$ cat src/rtl/fetch.sv
// Instruction fetch unit: one outstanding instruction-bus request at a time,
// a 2-entry in-order output FIFO toward the decoder, and redirect handling
// that drops any response belonging to a request issued before the redirect.
module fetch #(
    parameter logic [63:0] PC_RESET = 64'h0000_0000_8000_0000
) (
    input  logic        clk,
    input  logic        reset,
    output logic        ireq_valid,
    output logic [63:0] ireq_addr,
    input  logic        iresp_data_ok,
    input  logic [31:0] iresp_data,
    input  logic        redirect_valid,
    input  logic [63:0] redirect_pc,
    input  logic        stall,
    output logic        out_valid,
    output logic [63:0] out_pc,
    output logic [31:0] out_instr
);

    // IDLE: FIFO full, no request. BUSY: request at req_addr outstanding.
    // DISCARD: request outstanding but its response is stale; refetch from target.
    typedef enum logic [1:0] {
        StIdle,
        StBusy,
        StDiscard
    } state_e;

    state_e      state_q, state_d;
    logic [63:0] req_addr_q, req_addr_d;
    logic [63:0] target_q, target_d;
    logic        ireq_valid_q;

    logic [63:0] pc_q    [2];
    logic [31:0] instr_q [2];
    logic        rd_ptr_q;
    logic        wr_ptr_q;
    logic [1:0]  count_q, count_d;

    logic        push;
    logic        pop;
    logic        room;
    logic [63:0] redirect_aligned;
    logic        unused_redirect_lsbs;

    // Low address bits of a redirect are ignored: instructions are word aligned.
    assign redirect_aligned     = {redirect_pc[63:2], 2'b00};
    assign unused_redirect_lsbs = ^redirect_pc[1:0];

    assign pop  = (count_q != 2'd0) && !stall;
    // Only a BUSY response is live; DISCARD and IDLE responses never enter the FIFO.
    assign push = (state_q == StBusy) && iresp_data_ok && !redirect_valid;

    // FIFO occupancy for next cycle; a redirect flushes everything.
    always_comb begin
        count_d = count_q;
        if (redirect_valid) begin
            count_d = 2'd0;
        end else begin
            count_d = count_q + {1'b0, push} - {1'b0, pop};
        end
    end

    // Issue a new request only when the FIFO will have room for its response.
    assign room = (count_d < 2'd2);

    // Next-state, request address and redirect target selection.
    always_comb begin
        state_d    = state_q;
        req_addr_d = req_addr_q;
        target_d   = target_q;
        if (redirect_valid) begin
            case (state_q)
                StIdle: begin
                    req_addr_d = redirect_aligned;
                    state_d    = StBusy;
                end
                StBusy: begin
                    if (iresp_data_ok) begin
                        // The in-flight request ends now, so the new one can start at once.
                        req_addr_d = redirect_aligned;
                        state_d    = StBusy;
                    end else begin
                        // Keep ireq_addr stable until the stale response arrives.
                        target_d = redirect_aligned;
                        state_d  = StDiscard;
                    end
                end
                default: begin
                    if (iresp_data_ok) begin
                        req_addr_d = redirect_aligned;
                        state_d    = StBusy;
                    end else begin
                        target_d = redirect_aligned;
                    end
                end
            endcase
        end else begin
            case (state_q)
                StIdle: begin
                    if (room) begin
                        state_d = StBusy;
                    end
                end
                StBusy: begin
                    if (iresp_data_ok) begin
                        req_addr_d = req_addr_q + 64'd4;
                        state_d    = room ? StBusy : StIdle;
                    end
                end
                default: begin
                    if (iresp_data_ok) begin
                        req_addr_d = target_q;
                        state_d    = StBusy;
                    end
                end
            endcase
        end
    end

    // Fetch FSM registers, including the registered request-valid output.
    always_ff @(posedge clk or negedge reset) begin
        if (!reset) begin
            state_q      <= StBusy;
            req_addr_q   <= PC_RESET;
            target_q     <= 64'd0;
            ireq_valid_q <= 1'b1;
        end else begin
            state_q      <= state_d;
            req_addr_q   <= req_addr_d;
            target_q     <= target_d;
            ireq_valid_q <= (state_d != StIdle);
        end
    end

    // Output FIFO storage, pointers and occupancy.
    always_ff @(posedge clk or negedge reset) begin
        if (!reset) begin
            pc_q[0]    <= 64'd0;
            pc_q[1]    <= 64'd0;
            instr_q[0] <= 32'd0;
            instr_q[1] <= 32'd0;
            rd_ptr_q   <= 1'b0;
            wr_ptr_q   <= 1'b0;
            count_q    <= 2'd0;
        end else if (redirect_valid) begin
            rd_ptr_q <= 1'b0;
            wr_ptr_q <= 1'b0;
            count_q  <= 2'd0;
        end else begin
            if (push) begin
                pc_q[wr_ptr_q]    <= req_addr_q;
                instr_q[wr_ptr_q] <= iresp_data;
                wr_ptr_q          <= ~wr_ptr_q;
            end
            if (pop) begin
                rd_ptr_q <= ~rd_ptr_q;
            end
            count_q <= count_d;
        end
    end

    assign ireq_valid = ireq_valid_q;
    assign ireq_addr  = req_addr_q;
    assign out_valid  = (count_q != 2'd0);
    assign out_pc     = pc_q[rd_ptr_q];
    assign out_instr  = instr_q[rd_ptr_q];

endmodule

$ cat config.mk
export PLATFORM = sky130hd
export DESIGN_NAME = fetch
export DESIGN_NICKNAME = d
export VERILOG_FILES = /design/src/rtl/fetch.sv
export SDC_FILE = /design/constraint.sdc
export NUM_CORES = 1
export LEC_CHECK = 0
export ABC_AREA = 1
export CAP_MARGIN = 30
export CORE_MARGIN = 2
export CORE_UTILIZATION = 45
export DETAILED_ROUTE_END_ITERATION = 12
export PLACE_DENSITY = 0.69
export SKIP_LAST_GASP = 1
export SYNTH_ARGS = -nofsm -noshare
export SYNTH_HDL_FRONTEND = slang
export SYNTH_SLANG_ARGS = --single-unit
export TNS_END_PERCENT = 1
$ cat constraint.sdc
create_clock -name clk -period 6.9 [get_ports clk]
set_clock_uncertainty 0.15 [all_clocks]
set_input_delay 1.38 -clock clk [delete_from_list [all_inputs] [get_ports clk]]
set_output_delay 1.38 -clock clk [all_outputs]
set_load 0.02 [all_outputs]
# Word level (Yosys, flattened, before mapping)
# Index checks and enable logic that the tools add are counted.
# word_totals
wordCells,75
out_inout_bits,162
reg_bits,325
# op_classes
bitwise,7
mux,32
reduce_logical,15
addsub,3
magnitude_cmp,4
n_eq_ne,3
# ops
operator,count
64-bit two-way mux,9
128-bit bitwise mux,1
32-bit two-way mux,4
64-bit case mux with 2 select lines,1
"64-bit by 3-bit adder with 64-bit output, second input constant",1
64-bit bitwise mux,1
64-bit demux with 1-bit select,1
32-bit demux with 1-bit select,1
2-bit two-way mux,7
2-bit nonzero test,5
2-bit case mux with 2 select lines,2
3-bit AND reduction,2
1-bit two-way mux,5
1-bit inverter,5
"2-bit greater-or-equal comparator, second input constant",2
1-bit logical AND,4
1-bit inverter with 2-bit output,2
"3-bit != test, second input constant",1
2-bit by 1-bit adder with 2-bit output,1
"2-bit by 1-bit equality test with 1-bit output, second input constant",1
1-bit logical NOT,2
2-bit logical NOT,1
"2-bit by 1-bit less-than comparator with 1-bit output, second input constant",1
"2-bit less-than comparator, second input constant",1
3 further kinds,3

# Depth between registers and ports, before layout
# Gate-level depths: netlist of run 1.
# depth
ltp_word,12
depth_mapped,14
mapped_depth_nobuf,14

# Least setup slack after synthesis of run 1
# No wires, ideal clock.
# synth_path
path_type,reg2out
from,register rd_ptr_q
to,output out_instr[12]
required_time_ns,5.370
arrival_ns,1.496
slack_ns,3.874
stages_incl_launch_ff,7
cell_sequence,dfrtp_1 inv_2 clkbuf_1 buf_2 clkbuf_1 nand2_1 o21ai_0
# synth_via
elab_chain_cells,4
# synth_lines
element,line_no,source
from (decl),36,logic rd_ptr_q;
from (signal assigned),157,rd_ptr_q <= ~rd_ptr_q;
1-bit inverter with 2-bit output (not written as such),167,assign out_instr = instr_q[rd_ptr_q];
32-bit two-way mux (not written as such) (3 in a row),167,
to (decl),18,output logic [31:0] out_instr
# Every way passes these cells. The select of a mux whose other input is x is not followed.

# Worst setup path after layout of run 1
# layout_path
from,register rd_ptr_q
to,output out_pc[25]
# layout_via
elab_chain_cells,4
# layout_lines
element,line_no,source
1-bit inverter with 2-bit output (not written as such),166,assign out_pc = pc_q[rd_ptr_q];
64-bit two-way mux (not written as such) (3 in a row),166,
to (decl),17,"output logic [63:0] out_pc,"
# Every way passes these cells. The select of a mux whose other input is x is not followed.

==> metrics.md, run 1 <==
| Metric | Value |
|---|---|
| Outcome | `finished clean` |
| Total number of vias | `14,800` |
| Worst VDD drop | `between 200 and 300 uV` |
| Worst R2R Start | `state_q[1]` |
| Area Overhead vs Synth | `25.7%` |
| DP Wirelength | `between 30,000 and 40,000 um` |
| ANT cells | `0` |
| CP bufs+invs | `4` |
| Critical path launch point | `rd_ptr_q` |
| Max Cap Violations | `0` |
| Layout cell share with drive strength beyond 1 | `6.61%` |
| Max incr delay on CP | `0.67 ns` |
| DR WL/cell | `18.0 um` |
| Die Width | `193 um` |
| Post_cts resized | `0` |
| Hold_ws | `0.333 ns` |
| Commonest cells in the netlist | `647 x nand2_1, 369 x o21ai_0, 316 x dfrtp_1` |
| Setup crit start kind | `flop` |
| Tmin final | `~4.6 ns` |
| Period utilisation layout | `66.2%` |
| Final core occ | `57.3%` |
| Critical-path cell list | `inv_4 > buf_16 > buf_4 > nand2_1 > o21ai_0 > clkdlybuf4s50_1` |
| Cells after Synth | `2,116` |
| Overflow after GRT | `0` |
| # setup viols final | `0` |
| Worst-margin pin slew | `1.06 ns` |
| Slew headroom | `29.3%` |
| Post-DR vias/cell | `5.28` |
| Worst path arrival time | `3.04 ns` |
| WL final | `50,400 um` |
| Worst setup margin | `2.33 ns` |
| DRC | `0` |
| Synth Cell Area | `16,100 um^2` |
| CP top delay family | `buffers and inverters` |
| Largest area contributor in the netlist | `dfrtp_1` |
| Global Route Usage Sum | `26.6%` |
| Pre-CTS setup slack | `2.30 ns` |
| Total clock sinks | `319` |
| CTS Hold Bufs | `0` |
| Unrepaired setup endpoints after global routing | `no` |
| Largest net degree at the start of global routing | `157` |
| Most common cell in the netlist | `nand2_1` |
| Fmax | `219 MHz` |
| Max Fanout on Critical Path | `97` |
| Pwr/cell area | `441 nW/um^2` |
| Crit. End Element | `output port` |
| Root Driver | `clkbuf_16` |
| TritonRoute pass-1 iters | `6` |
| Design area | `20,300 um^2` |
| Leakage | `9.38 nW` |
| Yosys synthesis warning count | `0` |
| #FFs+latches synth | `319` |
| Max clock buf depth | `3` |
| Post-Route Setup TNS | `0 ns` |
| Area contributors post-synth | `dfrtp_1 49%, nand2_1 15%, o21ai_0 11%` |
| Post-CTS Setup Bufs | `0` |
| Die ar. | `37,400 um^2` |
| Ys async rst share | `100%` |
| First-pass GRT wire length | `79,100 um` |
| Total core area | `35,400 um^2` |
| DR iter-0 viols | `between 1,000 and 1,500` |
| Final Hold Fails | `0` |
| Critical path class | `flop to output port` |
| Syn avg cell area | `7.62 um^2` |
| Worst path required time | `5.37 ns` |
| Worst path slowest cell | `clkdlybuf4s50_1` |
| HP Class | `flop to flop` |
| Cell Count, Final, Fillers Out | `2,806` |
| Vias in the first global route | `13,900` |
| Synth unique cells | `31` |
| Yosys top cell area share | `49.0%` |
| Post-DRT Antenna Nets | `0` |
| EDFF count, synth | `0` |
| Antenna violations before repair | `0` |
| Clk_lat worst skew | `between 0.5 and 0.6 ns` |
| Final RePlAce weighted congestion | `around 0.95` |
| Dpl cells | `2,739` |
| Starting Density | `a little under half` |
| Die Y | `193 um` |
| Worst hold start | `pc_q[82]` |
| H-tree depth | `2` |
| PnR Total Power | `8.93 mW` |
| Top_reg_cell synth | `dfrtp_1` |
| Number of I/O port buffers | `256` |
| Max Slew Vio Count | `0` |
| Final Net Count | `2,422` |
| Row count | `around 70` |
| Num CTS Buffers | `36` |
| # IOs | `263` |
| Sequential-to-total area share from yosys stat | `between 40% and 50%` |
| Dpl cell area | `19,000 um^2` |
| Clk pin slew, worst setup/hold paths | `0.06 ns` |
| CTS tree | `built` |
[state kept, by name, indices dropped and copies added (netlist names)]
register,count
pc_q,124
instr_q,64
ireq_addr,62
target_q,62
count_q,2
state_q,2
ireq_valid,1
rd_ptr_q,1
wr_ptr_q,1
[final timing paths]
check,to,slack (ns),cells after the start
setup / recovery,out_pc[25],2.33,6
hold / removal,pc_q[82],0.33,2
setup reg to reg,ireq_addr[30],4.02,9
hold reg to reg,pc_q[82],0.33,2
max in group asynchronous,ireq_addr[21],4.39,2
min in group asynchronous,target_q[2],0.71,1
[cell families (layout without fill, tap and decap cells)]
kind of cell             after synthesis  count (layout)  share of synthesized area [%]
flip-flops                           319             319                           49.5
XOR/XNOR                              17              17                          0.924
multiplexers                          40              40                           2.79
AO/OA/AOI/OAI                        525             525                           16.4
buffers and inverters                361             587                           8.88
AND/OR/NAND/NOR                      850             850                           21.2
adder cells (fa/ha/maj)                3               3                          0.233
other                                  1               4                         0.0233
[report_power, final]
part           switching [mW]  internal, mW
clock                   0.762          1.19
combinational            2.19          1.53
sequential              0.633          2.62
[worst reg2reg max path, stage by stage, from the launching register on]
cell and delay, ns:
dfrtp_1 0.37, inv_2 0.06, nand2_2 0.06, buf_4 0.64
inv_1 0.54, buf_4 0.40, o21ai_0 0.32, nand2_1 0.11
nand2_1 0.08, nand2_1 0.05
[layout make-up]
| type | count | area (um^2) |
|---|---|---|
| repair buffers | 274 | 2800 |
| well taps | 461 | 577 |
| multi-input cells | 1439 | 6750 |
| clock inverters | 9 | 103 |
| inverters | 248 | 933 |
| flip-flops and latches | 319 | 7990 |
| clock buffers | 56 | 1120 |
| fillers | 3231 | 15100 |
[layout by cell type (no fill, tap or decap), types with 5 or more instances in the layout]
master	count
dfrtp_1	316
a21oi_1	119
inv_1	243
nand3_1	43
mux2_2	40
clkbuf_16	37
clkbuf_1	7
clkinv_2	5
nand2_1	646
clkbuf_8	12
o21ai_0	369
clkdlybuf4s50_1	254
nand2_2	11
xor2_1	15
buf_4	13
nor2_4	7
nand4_1	10
nor2_1	119
o21ai_1	28
[metal layers]
metal / wire [um] / share of wire [%] / track usage (%)
met1: 23400 / 46 / 40.6
met5: 0 / 0 / 0
met2: 21700 / 43 / 39.0
met3: 3990 / 7.9 / 4.31
met4: 1330 / 2.6 / 7.80
Power figures use the tool's default switching activity.
==> inputs of run 2 (changes only) <==
clock period = 4.25 ns   (was 6.9 ns; I/O delays follow)
==> metrics.md, run 2 (synthesis results as in run 1) <==
| Metric | Value |
|---|---|
| TritonRoute pass-1 iters | `7 (was 6)` |
| Most common cell after layout, fill and taps aside | `nand2_1 (unchanged)` |
| Row count | `69 (unchanged)` |
| DR WL/cell | `17.9 um (was 18.0 um)` |
| Reg power frac | `36.9% (was 36.5%)` |
| Switching power | `5.83 mW (was 3.58 mW)` |
| Dpl cell area | `19,100 um^2 (was 19,000 um^2)` |
| Max Fanout on Critical Path | `60 (was 97)` |
| Overflow after GRT | `0 (unchanged)` |
| Switch share | `40.5% (was 40.1%)` |
| DP Wirelength | `35,900 um (was 35,600 um)` |
| Unrepaired setup endpoints after global routing | `no (unchanged)` |
| Final Net Count | `2,426 (was 2,422)` |
| Design area | `20,300 um^2 (about the same)` |
| CTS tree | `built (unchanged)` |
| Critical path class | `flop to output port (unchanged)` |
| Leakage | `9.38 nW (about the same)` |
| Setup crit start kind | `flop (unchanged)` |
| Top reg by flops | `pc_q (unchanged)` |
| CTS Hold Bufs | `0 (unchanged)` |
| Die Width | `193 um (unchanged)` |
| Outcome | `finished clean (unchanged)` |
| Worst R2R End | `ireq_addr[45] (was ireq_addr[30])` |
| Commonest non-fill, non-tap cells in the layout | `646 x nand2_1, 369 x o21ai_0, 316 x dfrtp_1, 254 x clkdlybuf4s50_1, 243 x inv_1 (unchanged)` |
| Worst path arrival time | `2.63 ns (was 3.04 ns)` |
| Global Route Usage Sum | `26.7% (was 26.6%)` |
| First-pass GRT wire length | `79,600 um (was 79,100 um)` |
| Post-CTS Setup Bufs | `0 (unchanged)` |
| Starting Density | `45.5% (unchanged)` |
| Pwr/cell area | `711 nW/um^2 (was 441 nW/um^2)` |
| Final Hold Fails | `0 (unchanged)` |
| Worst R2R Start | `state_q[1] (unchanged)` |
| Total clock sinks | `319 (unchanged)` |
| Tmin final | `3.63 ns` |
| Comb power frac | `41.8% (was 41.7%)` |
| Num CTS Buffers | `36 (unchanged)` |
| Worst path required time | `3.25 ns (was 5.37 ns)` |
| Fmax | `~280 MHz` |
| H-tree depth | `2 (unchanged)` |
| WL final | `50,400 um (about the same)` |
| Die Y | `193 um (unchanged)` |
| Clock Power Share | `21.3% (was 21.8%)` |
| Dpl cells | `2,744 (was 2,739)` |
| Clk pin slew, worst setup/hold paths | `0.06 ns (about the same)` |
| DR iter-0 viols | `1,458 (was 1,467)` |
| Total core area | `35,400 um^2 (unchanged)` |
| Number of flip-flops in the largest register | `124 (unchanged)` |
| Period utilisation layout | `between 80% and 90%` |
| Largest regs | `pc_q: 124 flops, instr_q: 64 flops (unchanged)` |
| HP Class | `input pin to async pin (was flop to flop)` |
| Post-DR vias/cell | `5.27 (was 5.28)` |
| Area Overhead vs Synth | `25.7% (about the same)` |
| Crit. End Element | `output port (unchanged)` |
| Final RePlAce weighted congestion | `0.928 (was 0.949)` |
| Final core occ | `57.3% (about the same)` |
| Reg2reg setup slack | `1.50 ns (was 4.02 ns)` |
| Vias in the first global route | `14,000 (was 13,900)` |
| Worst setup margin | `0.616 ns (was 2.33 ns)` |
| Layout cell share with drive strength beyond 1 | `6.64% (was 6.61%)` |
| Internal power | `8.57 mW (was 5.35 mW)` |
| Worst VDD drop | `404 uV (was 282 uV)` |
| Worst-margin pin slew | `0.847 ns (was 1.06 ns)` |
| Fillers | `3,303 (was 3,231)` |
| # setup viols final | `0 (unchanged)` |
| Max Cap Violations | `0 (unchanged)` |
| Number of I/O port buffers | `256 (unchanged)` |
| Reg2reg path depth | `9 (unchanged)` |
| Clk_lat worst skew | `0.53 ns (was 0.52 ns)` |
| Pre-CTS setup slack | `0.877 ns (was 2.30 ns)` |
| Largest net degree at the start of global routing | `101 (was 157)` |
| Total number of vias | `14,800 (about the same)` |
| Root Driver | `clkbuf_16 (unchanged)` |
| ANT cells | `0 (unchanged)` |
| Post_cts resized | `0 (unchanged)` |
| Max Slew Vio Count | `0 (unchanged)` |
| # IOs | `263 (unchanged)` |
| Max clock buf depth | `3 (unchanged)` |
| DRC | `0 (unchanged)` |
| Post-DRT Antenna Nets | `0 (unchanged)` |
| Slew headroom | `43.5% (was 29.3%)` |
| Antenna violations before repair | `1 (was 0)` |
| Cell Count, Final, Fillers Out | `2,809 (was 2,806)` |
| Post-Route Setup TNS | `0 ns (unchanged)` |
| Die ar. | `37,400 um^2 (unchanged)` |
## run 2: power groups by stage
| stage | sequential [mW] | clock [mW] | combinational [mW] |
|---|---|---|---|
| 2_1_floorplan | 5.15 | 0 | 3.18 |
| 3_3_place_gp | 5.28 | 0 | 5.90 |
| 3_5_place_dp | 5.32 | 0 | 6.00 |
| 4_1_cts | 5.27 | 3.13 | 6.05 |
| 5_1_grt | 5.44 | 3.26 | 6.60 |
| 6_report | 5.31 | 3.07 | 6.02 |
## run 2: routing by layer
metal	global-route usage [%]	up-vias	wire length (um)
met3	4.72	82	4020
met4	8.31	2	1460
met1	40.9	7065	23700
met2	38.5	532	21300
met5	0	-	13
li1	-	7136	-
## run 2: final cells by class
cell class / count / area, um^2 / area share, %
Inverter: 248 / 933 / 4.61
Tap cell: 461 / 577 / 2.85
Clock inverter: 9 / 81.3 / 0.401
Clock buffer: 55 / 1080 / 5.35
Timing Repair Buffer: 278 / 2850 / 14.1
Multi-Input combinational cell: 1439 / 6750 / 33.3
Sequential cell: 319 / 7990 / 39.4
## run 2: critical path: stages, from the launching register on
cell             delay, ns
dfrtp_1               0.42
inv_4                 0.44
buf_4                 0.37
nand2_1               0.09
o21ai_0               0.10
clkdlybuf4s50_1       0.65
## run 2: how the worst max path moves through the flow
stage	from	end	slack, ns
after detailed placement	iresp_data_ok	pc_q[98]	0.88
final	rd_ptr_q	out_pc[47]	0.62
after global placement	iresp_data_ok	pc_q[98]	0.86
after CTS	rd_ptr_q	out_pc[47]	0.63
after floorplan	rd_ptr_q	out_instr[12]	1.75
after global routing	rd_ptr_q	out_pc[47]	0.44
## run 2: metrics by stage
stage          power [mW]  hold slack (ns)
2_1_floorplan        8.34            0.303
3_3_place_gp         11.2            0.315
3_5_place_dp         11.3            0.323
4_1_cts              14.5            0.208
5_1_grt              15.3            0.226
6_report             14.4            0.163
==> inputs of run 3 (changes only) <==
CORE_MARGIN = unset   (was 2)
==> metrics.md, run 3 (synthesis results as in run 1) <==
| Metric | Value |
|---|---|
| WL final | `50,000 um (was 50,400 um)` |
| Layout cell share with drive strength beyond 1 | `6.56% (was 6.64%)` |
| Overflow after GRT | `0 (unchanged)` |
| Num CTS Buffers | `36 (unchanged)` |
| Antenna violations before repair | `0 (was 1)` |
| DP Wirelength | `35,400 um (was 35,900 um)` |
| Worst path required time | `3.25 ns (about the same)` |
| Number of I/O port buffers | `256 (unchanged)` |
| Post-Route Setup TNS | `0 ns (unchanged)` |
| Dpl cell area | `19,100 um^2 (about the same)` |
| DR iter-0 viols | `1,228 (was 1,458)` |
| Die Y | `191 um (was 193 um)` |
| Period utilisation layout | `85.8% (was 85.5%)` |
| WL met1 | `23,000 um (was 23,700 um)` |
| Slew headroom | `29.2% (was 43.5%)` |
| HP Class | `input pin to async pin (unchanged)` |
| Row count | `68 (was 69)` |
| # setup viols final | `0 (unchanged)` |
| Critical path class | `flop to output port (unchanged)` |
| Die Width | `191 um (was 193 um)` |
| Unrepaired setup endpoints after global routing | `no (unchanged)` |
| Max Fanout on Critical Path | `66 (was 60)` |
| Post-DRT Antenna Nets | `0 (unchanged)` |
| Area Overhead vs Synth | `25.9% (was 25.7%)` |
| Final Hold Fails | `0 (unchanged)` |
| Pwr/cell area | `714 nW/um^2 (was 711 nW/um^2)` |
| H-tree depth | `2 (unchanged)` |
| Crit. End Element | `output port (unchanged)` |
| PnR Total Power | `14.5 mW (was 14.4 mW)` |
| Worst VDD drop | `491 uV (was 404 uV)` |
| Max Cap Violations | `0 (unchanged)` |
| Max Slew Vio Count | `0 (unchanged)` |
| Largest net degree at the start of global routing | `103 (was 101)` |
| CTS tree | `built (unchanged)` |
| Post-DR vias/cell | `5.25 (was 5.27)` |
| Number of flip-flops in the largest register | `124 (unchanged)` |
| Total clock sinks | `319 (unchanged)` |
| Largest regs | `pc_q: 124 flops, instr_q: 64 flops (unchanged)` |
| CTS Hold Bufs | `0 (unchanged)` |
| Design area | `20,300 um^2 (about the same)` |
| Clk_lat worst skew | `0.53 ns (about the same)` |
| Post_cts resized | `0 (unchanged)` |
| DRC | `0 (unchanged)` |
| Setup crit start kind | `flop (unchanged)` |
| DR WL/cell | `17.8 um (was 17.9 um)` |
| Final Net Count | `2,426 (unchanged)` |
| Worst-margin pin slew | `1.06 ns (was 0.847 ns)` |
| Routed wl met2 | `21,400 um (was 21,300 um)` |
| Fmax | `274 MHz (was 275 MHz)` |
| Starting Density | `46.2% (was 45.5%)` |
| Total number of vias | `14,700 (was 14,800)` |
| Met3 wire length | `4470 um (was 4020 um)` |
| Most common cell after layout, fill and taps aside | `nand2_1 (unchanged)` |
| Leakage | `9.39 nW (was 9.38 nW)` |
| First-pass GRT wire length | `78,000 um (was 79,600 um)` |
| Root Driver | `clkbuf_16 (unchanged)` |
| TritonRoute pass-1 iters | `5 (was 7)` |
| Global Route Usage Sum | `27.6% (was 26.7%)` |
| Outcome | `finished clean (unchanged)` |
| Worst path arrival time | `2.65 ns (was 2.63 ns)` |
| Clk pin slew, worst setup/hold paths | `0.06 ns (about the same)` |
| Top reg by flops | `pc_q (unchanged)` |
| Post-CTS Setup Bufs | `0 (unchanged)` |
| Tmin final | `3.65 ns (was 3.63 ns)` |
| Die ar. | `36,600 um^2 (was 37,400 um^2)` |
| # IOs | `263 (unchanged)` |
| Total core area | `34,900 um^2 (was 35,400 um^2)` |
| Top Layer Used | `met4 (was met5)` |
| Max clock buf depth | `3 (unchanged)` |
| Final RePlAce weighted congestion | `0.926 (was 0.928)` |
| Vias in the first global route | `13,900 (was 14,000)` |
| Commonest non-fill, non-tap cells in the layout | `646 x nand2_1, 369 x o21ai_0, 316 x dfrtp_1, 254 x clkdlybuf4s50_1, 243 x inv_1 (unchanged)` |
| ANT cells | `0 (unchanged)` |
| Reg2reg path depth | `8 (was 9)` |
[run 3: report_power, final]
part           total (mW)  internal, mW  leakage, nW  switching (mW)
logic                6.01          2.49         4.93            3.53
registers            5.30          4.26         3.88            1.04
clock network        3.18          1.94        0.591            1.25
total                14.5          8.68         9.39            5.81
[run 3: final cells by class]
type                       instances  area (um^2)
multi-input combinational       1439         6750
timing repair buffer             278         2850
clock inverter                     7          118
tap                              455          569
fill                            3251        14600
inverter                         248          933
clock buffer                      55         1080
sequential                       319         7990
[run 3: stage by stage]
stage,worst slack (ns),hold WS (ns),util [%],cells
floorplan,1.75,0.303,-,2119
global placement,0.772,0.316,54.7,2738
detailed placement,0.975,0.323,54.7,2739
CTS,0.574,0.199,58.2,2801
global route,0.468,0.213,58.2,2801
finish,0.603,0.144,58.2,2801
[run 3: critical path, cell delays in order, from the launching register on]
cell             delay (ns)
dfrtp_1                0.46
inv_4                  0.38
buf_12                 0.30
nand2_1                0.07
o21ai_0                0.15
clkdlybuf4s50_1        0.73
[run 3: path summary, 6_finish.rpt]
kind,from,endpoint,slack (ns)
worst max register to register,state_q[0],ireq_addr[6],1.75
min in group clk,pc_q[75],pc_q[75],0.33
worst min-delay path,reset,target_q[2],0.14
worst min register to register,pc_q[75],pc_q[75],0.33
max in group asynchronous,reset,instr_q[21],2.65
worst max-delay path,rd_ptr_q,out_pc[35],0.60
[run 3: routing by layer]
metal | GRT usage (%) | vias to the layer above
met2 | 40.6 | 563
met5 | 0 | -
li1 | - | 7130
met1 | 41.0 | 6928
met4 | 7.08 | 0
met3 | 5.67 | 74
